File: src/rtl/clk_sel_ctrl.sv
// Sequences PLL reset, lock wait, switch debounce and BUFGMUX select with post-switch holdoff.
// Latency: sw/pll_locked see 2 sync cycles; a held switch toggles clk_sel DEBOUNCE_CYCLES+4 cycles after the edge.
// No backpressure: free-running control block; sw changes during holdoff or lock loss simply wait.
// Optional CLK_SEL_LOCK_TIMEOUT_EN: re-resets the PLL if lock is not seen within LOCK_TIMEOUT cycles.
module clk_sel_ctrl #(
    parameter int CNT_W           = 24,
    parameter int PLL_RST_CYCLES  = 16,
    parameter int DEBOUNCE_CYCLES = 1000000,
    parameter int HOLDOFF_CYCLES  = 64,
    parameter int LOCK_TIMEOUT    = 100000
) (
    input  logic       clk,
    input  logic       rst_n,
    input  logic       sw,
    input  logic       pll_locked,
    output logic       pll_rst,
    output logic       clk_sel,
    output logic       ready,
    output logic       sw_event,
    output logic [7:0] switch_cnt,
    output logic [3:0] lock_retries
);

    typedef enum logic [2:0] {
        RESET_PLL = 3'd0,
        WAIT_LOCK = 3'd1,
        IDLE      = 3'd2,
        DEBOUNCE  = 3'd3,
        SWITCH    = 3'd4,
        HOLDOFF   = 3'd5
    } state_t;

    // Terminal counts: each phase ends on the cycle the counter equals the last index.
    localparam logic [CNT_W-1:0] RST_LAST     = CNT_W'(PLL_RST_CYCLES - 1);
    localparam logic [CNT_W-1:0] DEB_LAST     = CNT_W'(DEBOUNCE_CYCLES - 1);
    localparam logic [CNT_W-1:0] HOLD_LAST    = CNT_W'(HOLDOFF_CYCLES - 1);
    localparam logic [CNT_W-1:0] TIMEOUT_LAST = CNT_W'(LOCK_TIMEOUT - 1);

    state_t           state;
    logic [CNT_W-1:0] cnt;
    logic             sw_meta;
    logic             sw_s;
    logic             lock_meta;
    logic             lock_s;

`ifdef CLK_SEL_LOCK_TIMEOUT_EN
    logic [3:0] retries_q;
    assign lock_retries = retries_q;
`else
    // Watchdog compiled out: retry count is constant and the timeout value has no user.
    logic timeout_unused;
    assign timeout_unused = ^TIMEOUT_LAST;
    assign lock_retries   = 4'd0;
`endif

    // Idle is the only state in which a user-visible switch request is accepted.
    assign ready = (state == IDLE);

    // Two-flop synchronisers for the asynchronous switch and lock inputs.
    always_ff @(posedge clk or negedge rst_n) begin
        if (!rst_n) begin
            sw_meta   <= 1'b0;
            sw_s      <= 1'b0;
            lock_meta <= 1'b0;
            lock_s    <= 1'b0;
        end else begin
            sw_meta   <= sw;
            sw_s      <= sw_meta;
            lock_meta <= pll_locked;
            lock_s    <= lock_meta;
        end
    end

    // Control sequencer with registered outputs; lock loss only parks the FSM, never moves clk_sel.
    always_ff @(posedge clk or negedge rst_n) begin
        if (!rst_n) begin
            state      <= RESET_PLL;
            cnt        <= '0;
            pll_rst    <= 1'b1;
            clk_sel    <= 1'b0;
            sw_event   <= 1'b0;
            switch_cnt <= 8'd0;
`ifdef CLK_SEL_LOCK_TIMEOUT_EN
            retries_q  <= 4'd0;
`endif
        end else begin
            sw_event <= 1'b0;
            case (state)
                RESET_PLL: begin
                    if (cnt == RST_LAST) begin
                        state   <= WAIT_LOCK;
                        cnt     <= '0;
                        pll_rst <= 1'b0;
                    end else begin
                        cnt <= cnt + 1'b1;
                    end
                end
                WAIT_LOCK: begin
                    if (lock_s) begin
                        // Plain reload of the select, not a counted switch.
                        state   <= IDLE;
                        cnt     <= '0;
                        clk_sel <= sw_s;
                    end
`ifdef CLK_SEL_LOCK_TIMEOUT_EN
                    else if (cnt == TIMEOUT_LAST) begin
                        state   <= RESET_PLL;
                        cnt     <= '0;
                        pll_rst <= 1'b1;
                        if (retries_q != 4'd15) begin
                            retries_q <= retries_q + 4'd1;
                        end
                    end else begin
                        cnt <= cnt + 1'b1;
                    end
`endif
                end
                IDLE: begin
                    if (!lock_s) begin
                        state <= WAIT_LOCK;
                        cnt   <= '0;
                    end else if (sw_s != clk_sel) begin
                        state <= DEBOUNCE;
                        cnt   <= '0;
                    end
                end
                DEBOUNCE: begin
                    if (!lock_s) begin
                        state <= WAIT_LOCK;
                        cnt   <= '0;
                    end else if (sw_s == clk_sel) begin
                        state <= IDLE;
                        cnt   <= '0;
                    end else if (cnt == DEB_LAST) begin
                        state <= SWITCH;
                        cnt   <= '0;
                    end else begin
                        cnt <= cnt + 1'b1;
                    end
                end
                SWITCH: begin
                    // Completes unconditionally so the mux never sees a half-made decision.
                    clk_sel    <= ~clk_sel;
                    sw_event   <= 1'b1;
                    switch_cnt <= switch_cnt + 8'd1;
                    state      <= HOLDOFF;
                    cnt        <= '0;
                end
                HOLDOFF: begin
                    if (!lock_s) begin
                        state <= WAIT_LOCK;
                        cnt   <= '0;
                    end else if (cnt == HOLD_LAST) begin
                        state <= IDLE;
                        cnt   <= '0;
                    end else begin
                        cnt <= cnt + 1'b1;
                    end
                end
                default: begin
                    state   <= RESET_PLL;
                    cnt     <= '0;
                    pll_rst <= 1'b1;
                end
            endcase
        end
    end

endmodule
File: config.mk
export PLATFORM = sky130hd
export DESIGN_NAME = clk_sel_ctrl
export DESIGN_NICKNAME = d
export VERILOG_FILES = /design/src/rtl/clk_sel_ctrl.sv
export SDC_FILE = /design/constraint.sdc
export NUM_CORES = 1
export LEC_CHECK = 0
export ABC_AREA = 0
export BUFFER_PORTS_ARGS = -buffer_cell sky130_fd_sc_hd__buf_2
export CAP_MARGIN = 10
export CORE_UTILIZATION = 55
export CTS_CLUSTER_DIAMETER = 80
export DETAILED_ROUTE_END_ITERATION = 6
export GPL_ROUTABILITY_DRIVEN = 0
export GPL_TIMING_DRIVEN = 0
export PLACE_DENSITY = 0.77
export REMOVE_ABC_BUFFERS = 1
export SLEW_MARGIN = 20
export SYNTH_ARGS = -nofsm -noshare
export SYNTH_HDL_FRONTEND = slang
export SYNTH_SLANG_ARGS = --single-unit
File: constraint.sdc
create_clock -name clk -period 4.48 [get_ports clk]
set_input_delay 0.224 -clock clk [delete_from_list [all_inputs] [get_ports clk]]
set_output_delay 0.224 -clock clk [all_outputs]
set_load 0.005 [all_outputs]
Yosys cells after proc, flatten, opt, wreduce, memory -nomap -nowiden
Index checks and enable logic that the tools add are counted.
{ "word_totals": {"reg_bits": 42, "in_bits": 4, "output_inout_bits": 16, "elab_cells": 61} }
{ "classes": {"add_sub_neg": 2, "n_eq_ne": 15, "mux": 25, "bitwise_logic": 2, "n_reduce_logical": 7} }
{ "op_table": {"columns": ["cell", "n"], "rows": [
  ["2-to-1 mux 24 bit", 9],
  ["case mux 24 bit (5 select lines)", 1],
  ["2-to-1 mux 3 bit", 9],
  ["adder 24 x 1 -> 24 bit, second input constant", 1],
  ["== test 24 x 20 -> 1 bit, second input constant", 1],
  ["== test 24 x 4 -> 1 bit, second input constant", 1],
  ["== test 24 x 6 -> 1 bit, second input constant", 1],
  ["case mux 3 bit (6 select lines)", 1],
  ["adder 8 x 1 -> 8 bit, second input constant", 1],
  ["== test 3 x 2 -> 1 bit, second input constant", 2],
  ["== test 3 bit, second input constant", 2],
  ["AND reduction 2 bit", 3],
  ["AND reduction 5 bit", 1],
  ["OR reduction 5 bit", 1],
  ["inequality test 2 bit, second input constant", 2],
  ["inequality test 4 bit, second input constant", 1],
  ["case mux 1 bit (2 select lines)", 2],
  ["== test 3 x 1 -> 1 bit, second input constant", 1],
  ["logical NOT 3 bit", 1],
  ["2-to-1 mux 1 bit", 3],
  ["inequality test 3 x 2 -> 1 bit, second input constant", 1],
  ["inequality test 3 bit, second input constant", 1],
  ["inverter 1 bit", 2],
  ["nonzero test 2 bit", 1],
  ["2 further kinds", 2]
]} }

Depth between registers and ports, before layout
Gate-level depths: netlist of the first run.
{ "logic_depth": {"depth_word": 5, "ltp_mapped": 7, "ltp_nobuf": 6} }

Least setup slack after synthesis of the first run
Ideal clock, no wire load.
{ "synth_timing": {"path_type": "register to register", "from": "register cnt[15]", "to": "register cnt[4]", "setup_time_ns": 0.136, "t_arrival_ns": 1.825, "required_ns": 4.344, "slack_ns": 2.520, "stages_incl_launch_ff": 7, "n_path_buf": 1, "period_less_slack_ns": 1.960, "path_cell_list": "dfrtp_1 nor4_4 nand3_2 o31a_1 nor4_4 buf_4 o22ai_1"} }
{ "synth_via": {"elab_chain_len": 5, "elab_cells_between_ends": 10, "cone_classes": "eq/ne (3); mux (7)"} }
{ "synth_lines": {"columns": ["element", "line_no", "text"], "rows": [
  ["start: declaration", "40", "logic [CNT_W-1:0] cnt;"],
  ["start signal: assignment", "95", "cnt <= cnt + 1'b1;"],
  ["start signal: assignment", "138", "cnt <= cnt + 1'b1;"],
  ["start signal: assignment", "157", "cnt <= cnt + 1'b1;"],
  ["== test 24 x 20 -> 1 bit", "134", "end else if (cnt == DEB_LAST) begin"],
  ["2-to-1 mux 24 bit", "134", null],
  ["2-to-1 mux 24 bit", "131", "end else if (sw_s == clk_sel) begin"],
  ["2-to-1 mux 24 bit", "128", "if (!lock_s) begin"],
  ["case mux 24 bit (5 select lines) *", "88", "case (state)"]
]} }
Every way passes the cells marked *; elsewhere a longest branch is shown, timed or not.
A chain may end at the register's enable or synchronous reset.

Worst setup path after layout of the first run
{ "layout_timing": {"from": "register cnt[13]", "to": "register cnt[2]"} }
The elaborated chain is that of the path after synthesis.

==> results of run 1 <==
layout by cell type, fill, tap and decap left out, drive strengths merged, types with 3 or more instances in the layout:
| cell type | netlist | final |
|---|---|---|
| dfrtp | 41 | 41 |
| nor2 | 32 | 32 |
| xor2 | 21 | 21 |
| nand2 | 18 | 18 |
| buf | 8 | 16 |
| nand3 | 14 | 14 |
| nand4 | 12 | 12 |
| nor4 | 8 | 8 |
| o21ai | 7 | 7 |
| xnor2 | 6 | 6 |
| clkbuf | 4 | 6 |
| inv | 4 | 4 |
| nor3 | 4 | 4 |
| conb | 1 | 4 |
| and3 | 3 | 3 |
| nor2b | 3 | 3 |
how the worst max path moves through the flow:
stage / startpoint / cells after the start / slack (ns) / to
6_report: cnt[13] / 6 / 2.00 / cnt[2]
3_5_place_dp: cnt[13] / 6 / 2.04 / cnt[2]
2_1_floorplan: cnt[15] / 5 / 2.22 / state[0]
4_1_cts: cnt[13] / 6 / 2.00 / cnt[2]
5_1_grt: cnt[13] / 6 / 1.87 / cnt[2]
3_3_place_gp: cnt[13] / 5 / 1.73 / cnt[2]
registers in the layout, summed over array words and instances (netlist names):
name,count
clk_sel,1
cnt,24
lock_meta,1
lock_s,1
pll_rst,1
state,3
sw_event,1
sw_meta,1
sw_s,1
switch_cnt,8
per-layer routing:
metal / GRT usage / wire (um) / vias up / part of all wire
li1: - / - / 778 / -
met3: 0.0581 / 172 / 6 / 0.043
met5: 0 / 0 / - / 0
met2: 0.339 / 1870 / 29 / 0.47
met1: 0.296 / 1860 / 759 / 0.47
met4: 0.0917 / 56 / 0 / 0.014
final cells by class:
type	instances	area, sq um
clock buffer	6	82.6
clock inverter	2	12.5
fill	310	1340
inverter	4	15.0
multi-input combinational	163	1060
sequential	42	1050
tap	48	60.1
timing repair buffer	16	90.1
through the flow:
step / area, sq um / power, uW / util
after detailed placement: 2280 / 764 / 0.613
after global placement: 2250 / 730 / 0.607
final: 2370 / 1010 / 0.639
after global routing: 2370 / 1080 / 0.639
after floorplan: 2120 / 651 / -
after CTS: 2370 / 1020 / 0.639
power groups by stage:
stage          registers, uW  logic (uW)  clock network, uW
2_1_floorplan            473         178                  0
3_3_place_gp             483         247                  0
3_5_place_dp             483         281                  0
4_1_cts                  477         281                262
5_1_grt                  488         313                277
6_report                 478         279                254
logic make-up after synthesis:
group,Yosys count
other cells,1
simple gates,105
xor+xnor,27
fa+ha+maj,2
flops,42
buf+inv,16
compound gates,22
mux,3
==> metrics, run 1 <==
chip width 64.9 um; worst hold path depth 1; hold path startpoint sw; post-CTS setup buffer count 0; most numerous cell in the Yosys netlist dfrtp_1; Buf+Inv Stages, Crit Path 1; logic gate share of total power 0.276; Switching Fraction 0.354; post-route non-filler standard cell count 281; final slew viol count 0; Seq/Total Area, Yosys 0.483; wire length per cell 14.1 um; DRC 0; n_diodes 0; Rows 22; gr usage total 0.221; number of global-route vias before repair 1,487; Yosys top cell area share 0.471; Syn Inst Count 218; Critical-path top delay cell nor4_4; Clock transition at path regs 0.08 ns; worst hold slack 0.0317 ns; drt first pass iters 4; Setup WS pre-CTS 2.04 ns; routed wire length 3960 um; Synth Area in Simple Gates 0.272; status complete, no violations; Initial DRC Count 82; Compound-Gate Fraction of Synth Area 0.0701; crit path cell chain nor4_2 > nand4b_1 > o2111a_1 > nor4_4 > buf_8 > nor4_1; H-tree levels 2; Yosys cell types 44; Syn Area/Cell 9.99 sq um; Synth Area in XOR/XNOR 0.109; reg2reg end cnt[2]; ranking of synthesized cells by area dfrtp_1 47%, xor2_1 8.4%, nor2_1 5.5%, nand4_1 3.4%, nand2_1 3.1%; vias post-DR 1,572; Root Buffer clkbuf_8; hold buffers post-CTS 0; top_reg_cell synth dfrtp_1; core box area 0.00372 sq mm; Congestion Overflow GR 0; Tmin final 2.48 ns; first-pass GRT wire length 6880 um; crit-path max FO 14; largest net degree at the start of global routing 43; Initial Util 0.586; switching pwr 358 uW; die footprint 0.00421 sq mm; main combinational cell family by area after synthesis simple AND/OR/NAND/NOR gates; Post-synth EDFFs 0; Worst EP required 4.63 ns; RSZ-0062 raised after global routing false; fmax 403 MHz; Critical R2R Launch cnt[13]; height of the die 64.9 um; final hold violations 0; Via density 5.59; CP top delay family simple AND/OR/NAND/NOR gates; Final Skew 0.00750 ns; Resized cells post-CTS 0; initial antenna violation count 0; post-route ant nets 0; crit-path max cell delay 0.63 ns; kind of critical path reg2reg; Synth area leader dfrtp_1; Final nets 238; period utilisation layout 0.554; Cells after DPL 273; total power per unit cell area 425 mW/mm^2; Int Pwr 652 uW; CTS max path bufs 2; Mapped Area 0.00218 sq mm; Rel. slew slack 0.407; detailed placement HPWL 2700 um; mux cell area share after synthesis 0.0144; Warnings, synthesis 0; post-synthesis adder-cell area fraction 0.0115; fin worst setup slack 2.00 ns; Area Overhead vs Synth 9.08%; Worst VDD drop 0.397 mV; Synth top cells by count 41 x dfrtp_1, 32 x nor2_1, 21 x xor2_1, 18 x nand2_1, 13 x nand3_1; io pins 20; Clock Latency Late Sink 0.30 ns; Worst setup SP type register; final setup TNS 0 ns; r2r worst-path depth 6; max-cap violations 0; ys async rst share 1.00; r2r setup slk 2.00 ns; Final setup viols 0; Reg power frac 0.473; CP endpoint kind register; Seq cells post-synth 42; Leakage 0.00106 uW; Tightest Pin Transition 0.889 ns; crit path DAT 2.63 ns; CTS tree yes; Hold EP sw_meta; layout cell share with drive strength beyond 1 0.159; Hold Crit Class in2reg; PortBufs 15; Clock Sinks 42; clock share of power 0.251; CTS Buf Count 5
Power figures use the tool's default switching activity.
==> run 2, diff against run 1 <==
--- a/config.mk
+++ b/config.mk
@@ -8,7 +8,7 @@
 export ABC_AREA = 0
 export BUFFER_PORTS_ARGS = -buffer_cell sky130_fd_sc_hd__buf_2
 export CAP_MARGIN = 10
-export CORE_UTILIZATION = 55
+export CORE_UTILIZATION = 53
 export CTS_CLUSTER_DIAMETER = 80
 export DETAILED_ROUTE_END_ITERATION = 6
 export GPL_ROUTABILITY_DRIVEN = 0
==> constraint.sdc (replaced) <==
create_clock -name clk -period 2.1 [get_ports clk]
set_input_delay 0.105 -clock clk [delete_from_list [all_inputs] [get_ports clk]]
set_output_delay 0.105 -clock clk [all_outputs]
set_load 0.005 [all_outputs]
==> run 2 against run 1 <==
The run now ends with negative setup slack left; sequential share of layout area decreased by 3.5 points; final cell count increased by 6.0%; global-route usage grew 0.39 points; clock skew decreased by 0.0041 ns; clock power grew 110%; combinational power rose to 2.9 times the previous value; via count grew 7.6%; worst hold slack improved by 0.33 ns; critical path type unchanged.
==> metrics, run 2 (synthesis results as in run 1) <==
highest-count cells in the layout ignoring fill and taps 36 x dfrtp_1, 31 x nor2_1, 21 x xor2_1, 18 x nand2_1, 16 x buf_2 (was 41 x dfrtp_1, 32 x nor2_1, 21 x xor2_1, 18 x nand2_1, 15 x buf_2); Critical R2R Launch cnt[0] (was cnt[13]); clock share of power 0.219 (was 0.251); Switching Fraction 0.371 (was 0.354); hold path startpoint lock_meta (was sw); Clock transition at path regs 0.08 ns (about the same); crit path DAT 2.39 ns (was 2.63 ns); Rel. slew slack 0.389 (was 0.407); Worst EP required 2.26 ns (was 4.63 ns); Worst setup SP type register (unchanged); commonest non-fill, non-tap cell in the layout dfrtp_1 (unchanged); dpl cell area 0.00228 sq mm (about the same); Initial Util 0.573 (was 0.586); max-cap violations 0 (unchanged); DRC 0 (unchanged); crit-path max cell delay 0.40 ns (was 0.63 ns); critical path depth in cells 8 (was 6); Root Buffer clkbuf_8 (unchanged); Leakage 0.00114 uW (was 0.00106 uW); Largest Register cnt (unchanged); post-route ant nets 0 (unchanged); Int Pwr 1500 uW (was 652 uW); r2r worst-path depth 8 (was 6); Congestion Overflow GR 0 (unchanged); Hold EP lock_s (was sw_meta); fin worst setup slack -0.123 ns (was 2.00 ns); first-pass GRT wire length 7310 um (was 6880 um); H-tree levels 2 (unchanged); Final setup viols 20 (was 0); Hold Crit Class reg2reg (was in2reg); CP top delay family simple AND/OR/NAND/NOR gates (unchanged); crit-path max FO 7 (was 14); final cell area excluding filler cells 0.00259 sq mm (was 0.00237 sq mm); Final Skew 0.00342 ns (was 0.00750 ns); Buf+Inv Stages, Crit Path 2 (was 1); Tmin final 2.22 ns (was 2.48 ns); core box area 0.00380 sq mm (was 0.00372 sq mm); Final nets 255 (was 238); worst hold path depth 0 (was 1); Cells after DPL 273 (unchanged); routed wire length 4470 um (was 3960 um); Area Overhead vs Synth 19.0% (was 9.08%); final hold violations 0 (unchanged); Final Power 2380 uW (was 1010 uW); initial antenna violation count 0 (unchanged); n_diodes 0 (unchanged); fmax 450 MHz (was 403 MHz); CTS Buf Count 5 (unchanged); PortBufs 15 (unchanged); Rows 22 (unchanged); drt first pass iters 4 (unchanged); CP endpoint kind register (unchanged); RSZ-0062 raised after global routing true (was false); Final Core Density 0.682 (was 0.639); CTS tree yes (unchanged); io pins 20 (unchanged); r2r setup slk -0.12 ns (was 2.00 ns); wire length per cell 15.0 um (was 14.1 um); Reg power frac 0.438 (was 0.473); Via density 5.67 (was 5.59); chip width 66.1 um (was 64.9 um); logic gate share of total power 0.344 (was 0.276); post-route non-filler standard cell count 298 (was 281); detailed placement HPWL 2680 um (was 2700 um); gr usage total 0.225 (was 0.221); switching pwr 883 uW (was 358 uW); number of global-route vias before repair 1,638 (was 1,487); Largest register FFs 24 (unchanged); largest net degree at the start of global routing 43 (unchanged); Critical-path top delay cell dfrtp_1 (was nor4_4); die footprint 0.00437 sq mm (was 0.00421 sq mm); kind of critical path reg2reg (unchanged); status finished with violations (was complete, no violations); Initial DRC Count 86 (was 82); total power per unit cell area 919 mW/mm^2 (was 425 mW/mm^2); layout cell share with drive strength beyond 1 0.256 (was 0.159); height of the die 66.1 um (was 64.9 um); vias post-DR 1,691 (was 1,572); crit path cell chain ha_2 > nand2_1 > nand4b_1 > o2111a_2 > nor4_4 > buf_4 > buf_6 > o22ai_1 (was nor4_2 > nand4b_1 > o2111a_1 > nor4_4 > buf_8 > nor4_1); period utilisation layout 1.06 (was 0.554); Worst VDD drop 0.636 mV (was 0.397 mV); CTS max path bufs 2 (unchanged); final slew viol count 0 (unchanged); Clock Sinks 42 (unchanged); Largest regs cnt: 24 flops, switch_cnt: 8 flops, state: 3 flops (unchanged); Clock Latency Late Sink 0.29 ns (was 0.30 ns); violated checks negative setup slack; reg2reg end cnt[4] (was cnt[2]); Tightest Pin Transition 0.916 ns (was 0.889 ns)
## run 2: changes by cell type in the layout (fill, tap and decap cells not counted), moves of 2 or more
| cell | before | now |
|---|---|---|
| a211oi_2 | 2 | 0 |
| a211oi_4 | 0 | 2 |
| buf_4 | 0 | 12 |
| buf_6 | 0 | 2 |
| dfrtp_1 | 41 | 36 |
| dfrtp_2 | 0 | 5 |
| dlygate4sd3_1 | 0 | 3 |
| nor4_1 | 3 | 1 |
| nor4_4 | 3 | 5 |
## run 2: layout make-up
class                   instances  area [sq um]
well taps                      48          60.1
fillers                       270          1210
multi-input cells             163          1140
inverters                       4          15.0
repair buffers                 33           223
flip-flops and latches         42          1060
clock inverters                 3          21.3
clock buffers                   5          68.8
## run 2: worst max path at each step
stage / startpoint / end / slack [ns]
floorplan: cnt[15] / state[0] / -0.16
global placement: cnt[13] / cnt[2] / -0.73
detailed placement: cnt[13] / cnt[4] / -0.42
CTS: cnt[12] / state[0] / -0.02
global route: cnt[0] / cnt[4] / -0.17
finish: cnt[0] / cnt[4] / -0.12
## run 2: what timing repair did
| item | in CTS | in global routing |
|---|---|---|
| endpoints found under the hold margin | 43 | 0 |
| resized for setup | 8 | 12 |
| hold buffers | 3 | 0 |
| pin swaps | 4 | 6 |
| endpoints found under the setup margin | 25 | 27 |
| setup buffers | 8 | 4 |
| gates cloned | 1 | 1 |
## run 2: power groups by stage
stage / Clock [uW] / Sequential [uW] / Combinational, uW
2_1_floorplan: 0 / 1010 / 380
3_3_place_gp: 0 / 1030 / 529
3_5_place_dp: 0 / 1030 / 586
4_1_cts: 531 / 1020 / 687
5_1_grt: 572 / 1060 / 903
6_report: 521 / 1040 / 819
## run 2: worst register-to-register path: stages (launching register included)
cell      delay, ns
dfrtp_1        0.40
ha_2           0.23
nand2_1        0.11
nand4b_1       0.28
o2111a_2       0.34
nor4_4         0.36
buf_4          0.19
buf_6          0.12
o22ai_1        0.06
## run 2: routing by layer
metal	vias to the layer above	part of all wire	global-route usage
met2	29	0.52	0.383
li1	816	-	-
met3	5	0.029	0.0534
met5	-	0	0
met1	841	0.45	0.288
met4	0	0.0076	0.0532
## run 2: per-stage QoR
stage	setup WS, ns	hold slack (ns)	TNS (ns)
finish	-0.123	0.357	-1.67
detailed placement	-0.417	0.215	-7.34
global placement	-0.732	0.215	-15.05
CTS	-0.0180	0.359	-0.0448
floorplan	-0.164	-0.191	-2.34
global route	-0.173	0.362	-3.13
